[config.mk]
export PLATFORM = sky130hd
export DESIGN_NAME = serial_adder
export DESIGN_NICKNAME = d
export VERILOG_FILES = /design/src/rtl/serial_adder.sv
export SDC_FILE = /design/constraint.sdc
export NUM_CORES = 1
export LEC_CHECK = 0
export ABC_AREA = 0
export ABC_CLOCK_PERIOD_IN_PS = 2900
export CAP_MARGIN = 10
export CORE_ASPECT_RATIO = 0.6
export CORE_UTILIZATION = 54
export DETAILED_ROUTE_END_ITERATION = 16
export PLACE_DENSITY = 0.83
export SETUP_SLACK_MARGIN = 0.15
export SYNTH_ARGS = -nofsm -noshare
export SYNTH_HDL_FRONTEND = slang
export SYNTH_SLANG_ARGS = --single-unit
[constraint.sdc]
create_clock -name clk -period 2.9 [get_ports clk]
set_clock_uncertainty 0.15 [all_clocks]
set_input_delay 0.435 -clock clk [delete_from_list [all_inputs] [get_ports clk]]
set_output_delay 0.435 -clock clk [all_outputs]
set_load 0.05 [all_outputs]
[src/rtl/serial_adder.sv]
// serial_adder: multi-cycle adder, DIGIT bits per clock through one shared
// DIGIT-bit adder slice with a carry flop chaining digits together.
//
// Parameters:
//   WIDTH  operand/result width (>= 2)
//   DIGIT  bits per cycle; must divide WIDTH (NDIG = WIDTH/DIGIT cycles)
// Ports:
//   clk       rising-edge clock
//   rst       synchronous active-high reset (overrides start)
//   start     request, accepted only while busy=0
//   a, b, cin operands and carry-in, captured on accepted start
//   sub       (SERIAL_ADDER_SUB_EN only) 1 = a + ~b + cin
//   busy      high while an addition is in progress
//   done      one-cycle pulse, result valid
//   sum       registered result, held until the next completion
//   cout      carry out of bit WIDTH-1
//   overflow  carry into MSB xor carry out of MSB
// Optional feature macro: SERIAL_ADDER_SUB_EN (adds the sub input).
module serial_adder #(
    parameter int WIDTH = 8,
    parameter int DIGIT = 1
) (
    input  logic             clk,
    input  logic             rst,
    input  logic             start,
    input  logic [WIDTH-1:0] a,
    input  logic [WIDTH-1:0] b,
    input  logic             cin,
`ifdef SERIAL_ADDER_SUB_EN
    input  logic             sub,
`endif
    output logic             busy,
    output logic             done,
    output logic [WIDTH-1:0] sum,
    output logic             cout,
    output logic             overflow
);

    localparam int NDIG = WIDTH / DIGIT;
    localparam int CW   = (NDIG > 1) ? $clog2(NDIG) : 1;

    typedef enum logic {
        IDLE,
        RUN
    } state_t;

    state_t state_q, state_d;

    logic [WIDTH-1:0] areg, breg, rreg;
    logic             carry;
    logic [CW-1:0]    cnt;
    logic [WIDTH-1:0] sum_q;
    logic             cout_q, ovf_q, done_q;

    logic [WIDTH-1:0] bcap;
    logic [DIGIT:0]   dsum;
    logic [DIGIT-1:0] s;
    logic             cmsb;
    logic             last;
    logic [WIDTH-1:0] rnext;

`ifdef SERIAL_ADDER_SUB_EN
    // Subtraction is folded into the capture: a - b = a + ~b + 1.
    assign bcap = sub ? ~b : b;
`else
    assign bcap = b;
`endif

    // One digit slice: low DIGIT bits of each operand plus the chained carry.
    assign dsum = {1'b0, areg[DIGIT-1:0]}
                + {1'b0, breg[DIGIT-1:0]}
                + {{DIGIT{1'b0}}, carry};
    assign s    = dsum[DIGIT-1:0];

    // Carry into the top bit of this digit, recovered from its sum bit.
    // For DIGIT=1 this is simply the carry flop.
    assign cmsb = s[DIGIT-1] ^ areg[DIGIT-1] ^ breg[DIGIT-1];

    // Result fills from the top, so after NDIG digits it is aligned.
    assign rnext = (rreg >> DIGIT) | (WIDTH'(s) << (WIDTH - DIGIT));

    assign last = (state_q == RUN) && (cnt == CW'(NDIG - 1));

    always_comb begin
        state_d = state_q;
        unique case (state_q)
            IDLE: if (start) state_d = RUN;
            RUN:  if (last)  state_d = IDLE;
            default: state_d = IDLE;
        endcase
    end

    always_ff @(posedge clk) begin
        if (rst) begin
            state_q <= IDLE;
        end else begin
            state_q <= state_d;
        end
    end

    always_ff @(posedge clk) begin
        if (rst) begin
            areg   <= '0;
            breg   <= '0;
            rreg   <= '0;
            carry  <= 1'b0;
            cnt    <= '0;
            sum_q  <= '0;
            cout_q <= 1'b0;
            ovf_q  <= 1'b0;
            done_q <= 1'b0;
        end else begin
            done_q <= 1'b0;
            if (state_q == IDLE) begin
                if (start) begin
                    areg  <= a;
                    breg  <= bcap;
                    carry <= cin;
                    cnt   <= '0;
                end
            end else begin
                areg  <= areg >> DIGIT;
                breg  <= breg >> DIGIT;
                rreg  <= rnext;
                carry <= dsum[DIGIT];
                cnt   <= cnt + CW'(1);
                if (last) begin
                    sum_q  <= rnext;
                    cout_q <= dsum[DIGIT];
                    ovf_q  <= cmsb ^ dsum[DIGIT];
                    done_q <= 1'b1;
                    cnt    <= '0;
                end
            end
        end
    end

    assign busy     = (state_q == RUN);
    assign done     = done_q;
    assign sum      = sum_q;
    assign cout     = cout_q;
    assign overflow = ovf_q;

endmodule

==> impl_metrics.yaml <==
cells_and_area:
  fillers: 220
  areaGrowthSynthToFinish_pct: 27.3
  nNetsFinal: 218
  drive_gt1_share_pct: 16.8
  diodes: 0
timing:
  grt_setup_unrepaired: "no"
  slew_violations: 0
  finalCriticalPeriod_ps: 2030
  tightestPinTransition_ps: 595
  hold_viol_final: 0
  holdWs_ps: 312
  post-route-period-util_pct: 69.9
  max_freq_mhz: 493
  tns_ps: 0
  relSlewSlack_pct: 60.3
  setup_viol: 0
drt:
  final_antenna_net_count: 0
  drt_iter0_markers: 57
  vias: 1216
  wl_per_cell_um: 13.2
  wl_mm: 3.13
  vias_per_cell: 5.11
  firstDrtPassIters: 4
  drc: 0
clock_network:
  cts_resized: 0
  clkTransAtPathRegs_ps: 80
  cts_buffers: 5
  clockBufferDepth: 2
  holdBufCountCts: 0
  root_buffer: "clkbuf_8"
  insertion_delay_ps: 290
  postCtsSetupBuffers: 0
  cts_num_sinks: 39
  cts_max_level: 2
  cts_tree: "yes"
critical_path:
  critPathTopFamily: "buffers and inverters"
  slowest_delay_ps: 800
  path_buf_inv: 1
  critPathArrivalTime_ps: 1440
  timing.rr.start: "busy$_SDFF_PP0_"
  cp_cell_sequence: "clkdlybuf4s50_1"
  crit_start: "sum[5]$_SDFFE_PP0P_"
  slowest_stage: "clkdlybuf4s50_1"
  end_kind: "output port"
  reg2reg_to: "overflow$_SDFFE_PP0P_"
  rr_worst_depth: 4
  worstPathMaxFanout: 2
  start_kind: "flip-flop"
  worst-endpoint-required_ps: 2320
  crit_type: "reg2out"
  r2r_slack_ps: 1110
global_routing:
  met2_usage_pct: 39.1
  top_usage_layer: "met2"
  grt_util_met1_pct: 25.6
  use_met3_pct: 5.36
  grt_overflow: 0
  grt_pass1_vias: 1199
  grtUsageTotal_pct: 22.1
  antenna_found_initial: 0
  grt_max_degree: 27
  grt_pass1_wl_mm: 5.25
hold_path:
  holdPathEnd: "sum[7]$_SDFFE_PP0P_"
  hold_depth: 2
  hold_start: "sum[7]$_SDFFE_PP0P_"
  hold_class: "reg2reg"
yosys:
  synth_cell_type_count: 22
  synth_top_cell_by_area: "dfxtp_1"
  yosys_warnings: 0
  syn_inst: 163
  synth_common_cells: "dfxtp_1 (39), nor2_1 (28), mux2i_1 (24), nand2_1 (19), mux2_2 (15)"
  syn_nets: 186
  yosysMostFrequentCell: "dfxtp_1"
  async_flop_share_pct: 0
  synth-seq-cells: 39
  synth_top_cell_area_share_pct: 47.4
  synth-edff-count: 0
  yosysSeqAreaShare_pct: 47.4
  avgSynthCellArea_um2: 10.1
  synth_ff_type: "dfxtp_1"
  yosys-top-cells-area: "dfxtp_1 (47%), mux2i_1 (15%), mux2_2 (10%)"
  synthesis.area_um2: 1650
die:
  fp.dieH_um: 44.8
  core_area_um2: 2890
  row_count: 15
  die_area_um2: 3280
  start_util_pct: 57.0
  io_pins: 32
  fp.dieW_um: 73.3
flow_run:
  maxCapViolations: 0
power:
  power_frac_clock_pct: 40.1
  leakage_nw: 0.831
  ir_drop_v: 0.000342
  power_density_nw_per_um2: 559
  internal_power_mw: 0.909
  swShare_pct: 22.4
  seqPwrFrac_pct: 48.7
  power_switching_mw: 0.263
  p_comb_share_pct: 11.2
place:
  routabilityCongestion: 0.703
  portBuffers: 31
  dp_hpwl_mm: 2.20
run_status:
  outcome: "finished clean"
==> metal layers <==
metal | vias to the layer above | wire length, µm | part of all wire, %
met5 | - | 0 | 0
met3 | 6 | 136 | 4.3
met4 | 0 | 63 | 2.0
li1 | 608 | - | -
met2 | 25 | 1570 | 50
met1 | 577 | 1370 | 44
==> worst max path at each step <==
stage,endpoint,slack (ps),depth (start not counted)
6_report,sum[5],870,1
5_1_grt,sum[2],830,1
4_1_cts,sum[2],870,1
3_5_place_dp,areg[6]$_SDFFE_PP0P_,900,5
3_3_place_gp,areg[3]$_SDFFE_PP0P_,950,5
2_1_floorplan,overflow$_SDFFE_PP0P_,1310,4
==> per-stage QoR <==
| stage | power [mW] | worst slack, ps | std cells | util (%) | area (µm²) |
|---|---|---|---|---|---|
| final | 1.17 | 872 | 238 | 72.5 | 2100 |
| after global routing | 1.21 | 833 | 238 | 72.5 | 2100 |
| after CTS | 1.18 | 867 | 238 | 72.5 | 2100 |
| after detailed placement | 0.714 | 903 | 230 | 68.4 | 1980 |
| after global placement | 0.707 | 952 | 230 | 68.4 | 1980 |
| after floorplan | 0.670 | 1310 | 163 | - | 1650 |
==> cell usage in the layout, fill, tap and decap left out, types with 2 or more instances in the layout <==
| cell type | count |
|---|---|
| mux2i_1 | 24 |
| buf_4 | 5 |
| nor3b_1 | 2 |
| xor2_1 | 2 |
| dfxtp_1 | 39 |
| a21oi_1 | 11 |
| clkbuf_8 | 6 |
| ha_1 | 2 |
| nor3_1 | 2 |
| mux2_2 | 15 |
| nand2_1 | 19 |
| nor2_1 | 28 |
| clkdlybuf4s50_1 | 30 |
==> registers in the layout, summed over array words and instances, names as in the netlist <==
name	flops
carry	1
sum	8
busy	1
overflow	1
cout	1
done	1
cnt	3
rreg	7
breg	8
areg	8
==> worst min-delay path: stages, from the launching register on <==
cell	delay, ps
dfxtp_1	310
nand2_1	50
a21oi_1	50
==> power groups by stage <==
stage,Combinational (mW),Clock [mW],Sequential [mW]
2_1_floorplan,0.0918,0,0.578
3_3_place_gp,0.126,0,0.582
3_5_place_dp,0.130,0,0.583
4_1_cts,0.132,0.472,0.571
5_1_grt,0.143,0.498,0.573
6_report,0.132,0.470,0.570
==> cells by family after synthesis <==
| kind of cell | Yosys count | synth area share [%] |
|---|---|---|
| AND/OR/NAND/NOR | 54 | 13.7 |
| AO/OA/AOI/OAI | 13 | 4.71 |
| multiplexers | 39 | 24.8 |
| buffers and inverters | 12 | 5.01 |
| XOR/XNOR | 3 | 1.60 |
| adder cells (fa/ha/maj) | 3 | 2.74 |
| flip-flops | 39 | 47.4 |
==> cell type report <==
type	count	area [µm²]	area share, %
inverters	1	3.75	0.179
repair buffers	36	358	17.1
well taps	42	52.6	2.51
multi-input cells	112	783	37.4
flip-flops and latches	39	781	37.3
clock buffers	6	82.6	3.94
clock inverters	2	35.0	1.67
Note: power is estimated with default switching activity, not from simulation.
